### config.mk
export PLATFORM = sky130hd
export DESIGN_NAME = regfile_wb_sched
export DESIGN_NICKNAME = d
export VERILOG_FILES = /design/src/rtl/regfile_wb_sched_pkg.sv /design/src/rtl/regfile_wb_sched_wb_arbiter.sv /design/src/rtl/regfile_wb_sched.sv
export SDC_FILE = /design/constraint.sdc
export NUM_CORES = 1
export LEC_CHECK = 0
export ABC_AREA = 1
export CELL_PAD_IN_SITES_DETAIL_PLACEMENT = 1
export CELL_PAD_IN_SITES_GLOBAL_PLACEMENT = 1
export CORE_AREA = 5 5 129 161
export CTS_CLUSTER_DIAMETER = 200
export DETAILED_ROUTE_END_ITERATION = 6
export DIE_AREA = 0 0 134 166
export PLACE_DENSITY_LB_ADDON = 0.1
export SLEW_MARGIN = 10
export SYNTH_ARGS = -nofsm -noshare
export SYNTH_HDL_FRONTEND = slang
export SYNTH_SLANG_ARGS = --single-unit
### constraint.sdc
create_clock -name clk -period 3.55 [get_ports clk]
set_clock_uncertainty 0.05 [all_clocks]
set_input_delay 0.355 -clock clk [delete_from_list [all_inputs] [get_ports clk]]
set_output_delay 0.355 -clock clk [all_outputs]
set_load 0.01 [all_outputs]
### src/rtl/regfile_wb_sched_pkg.sv
// Shared types and defaults for the regfile writeback scheduler.
package regfile_wb_sched_pkg;
    typedef logic [4:0]  creg_addr_t;
    typedef logic [31:0] word_t;

    typedef struct packed {
        logic       valid;
        creg_addr_t wa;
        word_t      wd;
    } wb_req_t;

    localparam int STARVE_LIMIT_DEFAULT    = 3;
    localparam int MAX_OUTSTANDING_DEFAULT = 4;
endpackage

### src/rtl/regfile_wb_sched_wb_arbiter.sv
// Two-requester writeback arbiter: pipeline has priority, mul/div is forced
// through after STARVE_LIMIT consecutive losses.
module wb_arbiter
    import regfile_wb_sched_pkg::*;
#(
    parameter int STARVE_LIMIT = STARVE_LIMIT_DEFAULT
) (
    input  logic clk,
    input  logic reset,
    input  logic pipe_valid,
    input  logic md_valid,
    output logic grant_pipe,
    output logic grant_md
);
    localparam int CW = $clog2(STARVE_LIMIT + 1);

    logic [CW-1:0] starve_cnt;
    logic          force_md;

    assign force_md = (starve_cnt == CW'(STARVE_LIMIT));

    always_comb begin
        grant_md   = md_valid && (!pipe_valid || force_md);
        grant_pipe = pipe_valid && !grant_md;
    end

    // Counts only consecutive losses; any md win or idle md cycle restarts it.
    always_ff @(posedge clk) begin
        if (reset)
            starve_cnt <= '0;
        else if (!md_valid || grant_md)
            starve_cnt <= '0;
        else if (!force_md)
            starve_cnt <= starve_cnt + CW'(1);
    end
endmodule

### src/rtl/regfile_wb_sched.sv
// Regfile write-port scheduler with mul/div pending scoreboard and hazard report.
// Optional same-cycle writeback bypass enabled by defining WB_BYPASS_EN.
module regfile_wb_sched
    import regfile_wb_sched_pkg::*;
#(
    parameter int STARVE_LIMIT    = STARVE_LIMIT_DEFAULT,
    parameter int MAX_OUTSTANDING = MAX_OUTSTANDING_DEFAULT
) (
    input  logic        clk,
    input  logic        reset,
    input  logic        pipe_valid,
    output logic        pipe_ready,
    input  creg_addr_t  pipe_wa,
    input  word_t       pipe_wd,
    input  logic        md_issue,
    input  creg_addr_t  md_issue_wa,
    output logic        md_issue_ready,
    input  logic        md_valid,
    output logic        md_ready,
    input  creg_addr_t  md_wa,
    input  word_t       md_wd,
    output logic        rf_we,
    output creg_addr_t  rf_wa,
    output word_t       rf_wd,
    input  creg_addr_t  ra1,
    input  creg_addr_t  ra2,
    input  word_t       rd1_raw,
    input  word_t       rd2_raw,
    output word_t       rd1,
    output word_t       rd2,
    output logic        hz1,
    output logic        hz2,
    output logic [31:0] busy_mask
);
    localparam int OW = $clog2(MAX_OUTSTANDING + 1);

    logic          grant_pipe, grant_md;
    logic          issue_ok;
    logic [OW-1:0] outstanding;
    logic [31:0]   busy_nxt;
    wb_req_t       sel;
    logic          wr1, wr2;

    wb_arbiter #(.STARVE_LIMIT(STARVE_LIMIT)) u_arb (
        .clk       (clk),
        .reset     (reset),
        .pipe_valid(pipe_valid),
        .md_valid  (md_valid),
        .grant_pipe(grant_pipe),
        .grant_md  (grant_md)
    );

    assign pipe_ready     = pipe_valid & grant_pipe;
    assign md_ready       = md_valid & grant_md;
    assign md_issue_ready = !busy_mask[md_issue_wa] && (outstanding < OW'(MAX_OUTSTANDING));
    assign issue_ok       = md_issue && md_issue_ready;

    always_comb begin
        sel = '0;
        if (pipe_ready)
            sel = '{valid: 1'b1, wa: pipe_wa, wd: pipe_wd};
        else if (md_ready)
            sel = '{valid: 1'b1, wa: md_wa, wd: md_wd};
    end

    // r0 writes complete the handshake but never reach the regfile.
    always_ff @(posedge clk) begin
        if (reset) begin
            rf_we <= 1'b0;
            rf_wa <= '0;
            rf_wd <= '0;
        end else begin
            rf_we <= sel.valid && (sel.wa != '0);
            if (sel.valid) begin
                rf_wa <= sel.wa;
                rf_wd <= sel.wd;
            end
        end
    end

    // Clear applied before set so a same-edge issue to the same register wins.
    always_comb begin
        busy_nxt = busy_mask;
        if (md_ready)
            busy_nxt[md_wa] = 1'b0;
        if (issue_ok && md_issue_wa != '0)
            busy_nxt[md_issue_wa] = 1'b1;
    end

    always_ff @(posedge clk) begin
        if (reset) begin
            busy_mask   <= '0;
            outstanding <= '0;
        end else begin
            busy_mask <= busy_nxt;
            case ({issue_ok, md_ready})
                2'b10:   outstanding <= outstanding + OW'(1);
                2'b01:   if (outstanding != '0) outstanding <= outstanding - OW'(1);
                default: outstanding <= outstanding;
            endcase
        end
    end

    assign wr1 = rf_we && (rf_wa == ra1) && (ra1 != '0);
    assign wr2 = rf_we && (rf_wa == ra2) && (ra2 != '0);

`ifdef WB_BYPASS_EN
    assign rd1 = wr1 ? rf_wd : rd1_raw;
    assign rd2 = wr2 ? rf_wd : rd2_raw;
    assign hz1 = (ra1 != '0) && busy_mask[ra1];
    assign hz2 = (ra2 != '0) && busy_mask[ra2];
`else
    // Without bypass the in-flight write is not yet visible, so decode stalls.
    assign rd1 = rd1_raw;
    assign rd2 = rd2_raw;
    assign hz1 = ((ra1 != '0) && busy_mask[ra1]) || wr1;
    assign hz2 = ((ra2 != '0) && busy_mask[ra2]) || wr2;
`endif
endmodule

Yosys cells after proc, flatten, opt, wreduce, memory -nomap -nowiden
Cells that the tools add are included.
{"block": "word_totals", "ff_bits": 75, "latchBits": 0, "mem_bits_rw": 0, "rom_bits": 0, "memories": 0}
{"block": "op_classes", "addsub": 3, "n_mul": 0, "n_div": 0, "order_cmp": 7, "eq_ne": 6, "n_shift": 0, "n_mux": 16, "n_bitwise": 5, "reduce_logical": 30}
{"op": "2-to-1 mux 38 bit", "n": 2}
{"op": "2-to-1 mux 32 bit", "n": 2}
{"op": "bitwise AND 32 bit", "n": 1}
{"op": "NOT 32 bit", "n": 1}
{"op": "OR 32 bit", "n": 1}
{"op": "< comparator 5 x 6 -> 1 bit (second input constant)", "n": 4}
{"op": "nonzero test 5 bit", "n": 4}
{"op": "binary-select mux 1 bit (select 5 bit)", "n": 3}
{"op": "logical AND 1 bit", "n": 14}
{"op": "demux 1 bit (select 5 bit)", "n": 2}
{"op": "equality test 5 bit", "n": 2}
{"op": ">= comparator 5 x 1 -> 1 bit (second input constant)", "n": 2}
{"op": "one-hot mux 3 bit (2 select lines)", "n": 1}
{"op": "2-to-1 mux 1 bit", "n": 5}
{"op": "equality test 2 bit (second input constant)", "n": 2}
{"op": "zero test 1 bit", "n": 4}
{"op": "logical OR 1 bit", "n": 4}
{"op": "adder 3 x 1 -> 3 bit (second input constant)", "n": 1}
{"op": "< comparator 3 bit (second input constant)", "n": 1}
{"op": "2-to-1 mux 3 bit", "n": 1}
{"op": "nonzero test 3 bit", "n": 1}
{"op": "subtractor 3 x 1 -> 3 bit (second input constant)", "n": 1}
{"op": "adder 2 x 1 -> 2 bit (second input constant)", "n": 1}
{"op": "bitwise AND 1 bit", "n": 2}
{"op": "5 further kinds", "n": 5}

Depth between registers and ports, before layout
Gate-level depths: netlist of the first run.
{"block": "depth", "ltp_word": 9, "ltp_mapped": 18, "depth_no_buf": 17}

By module
A second synthesis of the first run with hierarchy kept.
{"block": "hier_totals", "cells_unflattened": 739, "area_unflattened_um2": 4847.1}
{"mod": "regfile_wb_sched", "instances": 1, "cells_each": 722, "area_each_um2": 4739.5, "seq_area_each_um2": 1461.4}
{"mod": "wb_arbiter", "instances": 1, "cells_each": 17, "area_each_um2": 107.6, "seq_area_each_um2": 40.0}

Worst setup path before layout of the first run
No wires, ideal clock.
{"block": "synth_path", "kind": "in2reg", "from": "in md_issue_wa[0]", "to": "reg outstanding[2]", "setup_ps": 115, "arrival_ps": 1928, "setup_slack_ps": 1457, "cell_stages": 14, "cell_sequence": "buf_6 -> nor2_4 -> nand2_1 -> nand2_1 -> nor2_1 -> nor2_1 -> nor2_4 -> nand4_4 -> nand2_1 -> fa_1 -> nand3_1 -> nand2_1 -> a21oi_1 -> nor2_1"}
{"block": "synth_between", "elab_chain_len": 8, "word_cells_on_any_way": 11, "cone_classes": "eq/ne: 3; mux: 3; reduce/logical: 5"}
{"element": "from (decl)", "line": "regfile_wb_sched.sv:16", "rtl": "input creg_addr_t md_issue_wa,"}
{"element": "binary-select mux 1 bit (select 5 bit) *", "line": "regfile_wb_sched.sv:55", "rtl": "assign md_issue_ready = !busy_mask[md_issue_wa] && (outstanding < OW'(MAX_OUTSTANDING));"}
{"element": "2-to-1 mux 1 bit (implied by the code) *", "line": "regfile_wb_sched.sv:55"}
{"element": "zero test 1 bit *", "line": "regfile_wb_sched.sv:55"}
{"element": "logical AND 1 bit *", "line": "regfile_wb_sched.sv:55"}
{"element": "logical AND 1 bit *", "line": "regfile_wb_sched.sv:56", "rtl": "assign issue_ok = md_issue && md_issue_ready;"}
{"element": "equality test 2 x 1 -> 1 bit or equality test 2 bit (tied branches)", "line": "regfile_wb_sched.sv:96", "rtl": "case ({issue_ok, md_ready})"}
{"element": "!= test 2 bit (no source line) or nonzero test 2 bit (tied branches)"}
{"element": "AND reduction 2 bit (no source line)"}
{"element": "to (signal assigned)", "line": "regfile_wb_sched.sv:97", "rtl": "2'b10: outstanding <= outstanding + OW'(1);"}
{"element": "to (signal assigned)", "line": "regfile_wb_sched.sv:98", "rtl": "2'b01: if (outstanding != '0) outstanding <= outstanding - OW'(1);"}
{"element": "to (signal assigned)", "line": "regfile_wb_sched.sv:99", "rtl": "default: outstanding <= outstanding;"}
{"element": "to (decl)", "line": "regfile_wb_sched.sv:39", "rtl": "logic [OW-1:0] outstanding;"}
Mark *: on every way between the ends. The rest lies on a longest branch, timed or not. The select of a mux whose other input is x is not followed.
A chain may end at the register's enable or synchronous reset.

Worst setup path in the final report of the first run
{"block": "layout_path", "from": "in ra1[1]", "to": "out hz1"}
{"block": "layout_between", "elab_chain_len": 4, "word_cells_on_any_way": 8, "cone_classes": "eq/ne: 1; mux: 2; reduce/logical: 5"}
{"element": "from (decl)", "line": "regfile_wb_sched.sv:25", "rtl": "input creg_addr_t ra1,"}
{"element": "binary-select mux 1 bit (select 5 bit) or equality test 5 bit (tied branches)", "line": "regfile_wb_sched.sv:116, regfile_wb_sched.sv:104"}
{"element": "2-to-1 mux 1 bit (implied by the code) or logical AND 1 bit (tied branches)", "line": "regfile_wb_sched.sv:116, regfile_wb_sched.sv:104"}
{"element": "logical AND 1 bit, on equally long branches", "line": "regfile_wb_sched.sv:116, regfile_wb_sched.sv:104"}
{"element": "logical OR 1 bit *", "line": "regfile_wb_sched.sv:116", "rtl": "assign hz1 = ((ra1 != '0) && busy_mask[ra1]) || wr1;"}
{"element": "to (decl)", "line": "regfile_wb_sched.sv:31", "rtl": "output logic hz1,"}
Marks and branches as above.

==> summary.log, run 1 <==
[pwr] Max IR drop VDD 0.0001987 V
[cells_and_area] end-of-flow core utilization 0.3462
[route] detailed-route DRC error count 0
[timing] slew margin rel. 0.5013
[timing] Post-Route Hold Slack 0.3748 ns
[floorplanning] IO Pins 297
[route] total via count after detailed routing 5516
[synth] Synth Area per Inst 6.516 sq um
[pwr] Total Power Consumption 0.002431 W
[cts] clock transition time at the flip-flop clock pins of the worst setup and hold paths 0.06 ns
[timing] number of hold violations in the final report 0
[grt] overflow left after global routing 0
[grt] via count of the first global-routing pass 5941
[worst_hold_path] worst hold stages 1
[timing] final cycle utilization of the critical path 0.8896
[cts] quantity of hold-fixing buffers added after cts 0
[timing] slew at the pin closest to its max-slew limit 0.7453 ns
[run_status] result of the run finished clean
[worst_setup_path] startpoint types input pin
[floorplanning] x dimension of the die 134 um
[synth] multiplexer share of the synthesized area 0
[grt] overall routing resource usage 0.1874
[placement] final weighted congestion in routability-driven placement 0.8381
[worst_setup_path] WP data required 3.14 ns
[timing] setup repair after global routing missed its margin false
[cts] number of buffers inserted to repair setup after CTS 0
[cts] total CTS buffers 9
[synth] basic-gate share of the synthesized area counting and, or, nand and nor cells 0.2479
[cells_and_area] post-layout instance area 0.006643 sq mm
[route] drt via density 5.112
[synth] post-synthesis cell type with the largest combined area sky130_fd_sc_hd__dfxtp_1
[synth] post-synthesis register bit count 75
[pwr] power per cell area 366.0 mW/mm^2
[placement] placed wire-length estimate after detailed placement 16410 um
[worst_setup_path] CP endpoint kind output port
[cts] clock tree root buffer cell sky130_fd_sc_hd__clkbuf_16
[route] Routed WL 21090 um
[worst_setup_path] critical path data arrival time 2.75 ns
[route] number of search-and-repair iterations in the first detailed-routing pass 4
[cts] largest buffer count on any clock path 2
[cells_and_area] fill cell instance count of the final layout 2386
[worst_setup_path] worst r2r path cells 16
[worst_setup_path] WS Path Type input pin to output port
[grt] initial antenna violation count 1
[cells_and_area] fraction of final layout cells with drive strength greater than 1 0.05575
[synth] syn_nets 905
[synth] top post-synthesis cells by area sky130_fd_sc_hd__dfxtp_1 31%, sky130_fd_sc_hd__nand2_1 13%, sky130_fd_sc_hd__o21ai_0 11%, sky130_fd_sc_hd__buf_4 9.9%, sky130_fd_sc_hd__nand3_1 6.4%
[cells_and_area] Final nets 998
[synth] adder and majority gate portion of the synthesized area 0.006701
[synth] Cells after Synth 745
[cells_and_area] Antenna Cells 0
[worst_setup_path] Crit Path Max Fanout 15
[floorplanning] area of the die 0.02224 sq mm
[synth] sequential fraction of the synthesis area 0.3093
[cts] CTS H-tree depth 3
[synth] YS warnings 0
[synth] leading cell types by count after synthesis 174 x sky130_fd_sc_hd__nand2_1, 105 x sky130_fd_sc_hd__o21ai_0, 75 x sky130_fd_sc_hd__dfxtp_1, 64 x sky130_fd_sc_hd__buf_4, 62 x sky130_fd_sc_hd__nand3_1
[synth] number of different library cells in the post-synthesis netlist 31
[timing] fin crit period 3.158 ns
[synth] most common flop cell mapped by yosys sky130_fd_sc_hd__dfxtp_1
[timing] final-layout setup total negative slack 0 ns
[synth] dominant combinational cell family by area after synthesis compound AO/OA/AOI/OAI gates
[synth] Synth Area in Compound Gates 0.2495
[route] number of DRC markers after the initial detailed-route iteration 179
[floorplanning] floorplan core area 0.01918 sq mm
[placement] number of port buffers 168
[timing] Slew Limit Fails 0
[placement] placed cell area 0.006315 sq mm
[cts] worst-skew pair later-pin latency 0.34 ns
[timing] count of endpoints failing setup in the final report 0
[synth] Syn Std Cell Area 0.004855 sq mm
[floorplanning] initial cell density of the core 0.2530
[route] wire length per cell after detailed routing 19.55 um
[floorplanning] Die Y 166 um
[cts] TritonCTS sink count 75
[run] Max Cap Violations 0
[route] count of antenna-violating nets left after detailed routing 0
[pwr] leakage 2.548 nW
[timing] achievable frequency 316.6 MHz
[cells_and_area] layout overhead on the synthesized area 36.83%
[synth] portion of synthesized cell area occupied by the leading cell type 0.3093
[cts] clock tree from TritonCTS yes
[cts] number of instances resized during post-cts repair 0
[floorplanning] std cell rows 57
[worst_hold_path] class of the worst hold path register to register
[synth] number of enable flip-flop cells after synthesis 0
[synth] share of flip-flops with an asynchronous set or reset 0
[synth] most repeated cell in the gate-level netlist after synthesis sky130_fd_sc_hd__nand2_1
[synth] XOR/XNOR share of the synthesized area 0
[grt] maximum number of pins on one net before global-route repair 71
[grt] wire length of the first global-routing pass 33010 um
-- kinds of logic (layout without fill, tap and decap cells) --
group | Yosys count | count (layout)
and+or+nand+nor | 284 | 284
adders and majority gates | 2 | 2
buffers and inverters | 165 | 263
DFF | 75 | 75
AOI/OAI and AO/OA | 219 | 219
-- through the flow --
step                setup WS (ns)  cells
floorplan                   1.457    745
global placement           0.5282   1063
detailed placement         0.3892   1063
CTS                        0.3670   1079
global route               0.1278   1079
finish                     0.3919   1079
-- final timing paths --
kind / from / endpoint / slack (ns)
hold / removal: u_arb.starve_cnt[0] / u_arb.starve_cnt[0] / 0.37
hold reg to reg: u_arb.starve_cnt[0] / u_arb.starve_cnt[0] / 0.37
setup reg to reg: busy_mask[30] / outstanding[2] / 1.35
setup / recovery: ra1[1] / hz1 / 0.39
-- power breakdown --
group / internal, W / switching, W / total (W)
clock network: 0.000635 / 0.000376 / 0.00101
registers: 0.000882 / 0.0000309 / 0.000913
logic: 0.000244 / 0.000263 / 0.000507
-- registers in the layout, summed over array words and instances (netlist names) --
| signal | cells |
|---|---|
| busy_mask | 32 |
| rf_wd | 32 |
| rf_wa | 5 |
| u_arb.starve_cnt | 2 |
| rf_we | 1 |
| outstanding | 3 |
-- critical path, stage by stage --
cell and delay, ns:
sky130_fd_sc_hd__clkdlybuf4s50_1 0.81, sky130_fd_sc_hd__inv_1 0.21, sky130_fd_sc_hd__a21oi_1 0.18, sky130_fd_sc_hd__o21ai_0 0.10
sky130_fd_sc_hd__o21ai_0 0.09, sky130_fd_sc_hd__o211ai_1 0.11, sky130_fd_sc_hd__nand2_1 0.07, sky130_fd_sc_hd__nand2_1 0.05
sky130_fd_sc_hd__nand2_1 0.06, sky130_fd_sc_hd__a2bb2oi_1 0.16, sky130_fd_sc_hd__clkdlybuf4s50_1 0.56
-- cell usage in the layout, fill, tap and decap left out, types with 16 or more instances in the layout --
cell type,Yosys,routed
sky130_fd_sc_hd__a21oi_1,56,55
sky130_fd_sc_hd__a31oi_1,32,32
sky130_fd_sc_hd__buf_4,64,16
sky130_fd_sc_hd__clkdlybuf4s50_1,0,168
sky130_fd_sc_hd__dfxtp_1,75,75
sky130_fd_sc_hd__inv_1,58,58
sky130_fd_sc_hd__nand2_1,174,173
sky130_fd_sc_hd__nand3_1,62,62
sky130_fd_sc_hd__nor2_1,30,29
sky130_fd_sc_hd__o21ai_0,105,105
-- metal layers --
metal | up-vias | global-route usage | share of wire
met4 | 2 | 0.06443 | 0.028
met5 | - | 0 | 0.00062
li1 | 2635 | - | -
met3 | 27 | 0.07303 | 0.097
met1 | 2603 | 0.2185 | 0.40
met2 | 249 | 0.3125 | 0.47
-- area by class of cell --
class | count | area [sq um] | share of cell area
Clock inverter | 6 | 88.84 | 0.01337
Sequential cell | 75 | 1501 | 0.2260
Clock buffer | 10 | 239.0 | 0.03598
Tap cell | 236 | 295.3 | 0.04445
Inverter | 62 | 232.7 | 0.03503
Timing Repair Buffer | 185 | 1822 | 0.2743
Multi-Input combinational cell | 505 | 2464 | 0.3709
(Power assumes the default switching activity.)
==> run 2: changes to the inputs <==
--- a/config.mk
+++ b/config.mk
@@ -9,10 +9,10 @@
 export CELL_PAD_IN_SITES_DETAIL_PLACEMENT = 1
 export CELL_PAD_IN_SITES_GLOBAL_PLACEMENT = 1
 export CORE_AREA = 5 5 129 161
-export CTS_CLUSTER_DIAMETER = 200
 export DETAILED_ROUTE_END_ITERATION = 6
 export DIE_AREA = 0 0 134 166
 export PLACE_DENSITY_LB_ADDON = 0.1
+export SKIP_LAST_GASP = 1
 export SLEW_MARGIN = 10
 export SYNTH_ARGS = -nofsm -noshare
 export SYNTH_HDL_FRONTEND = slang
==> results of run 2 <==
No change in the layout: final DEF, timing and power equal those of run 1.
==> run 3: changes to the inputs <==
--- a/config.mk
+++ b/config.mk
@@ -11,7 +11,9 @@
 export CORE_AREA = 5 5 129 161
 export DETAILED_ROUTE_END_ITERATION = 6
 export DIE_AREA = 0 0 134 166
+export GPL_ROUTABILITY_DRIVEN = 0
 export PLACE_DENSITY_LB_ADDON = 0.1
+export SETUP_SLACK_MARGIN = 0.02
 export SKIP_LAST_GASP = 1
 export SLEW_MARGIN = 10
 export SYNTH_ARGS = -nofsm -noshare
==> results of run 3 <==
No change in the layout: final DEF, timing and power equal those of run 1.
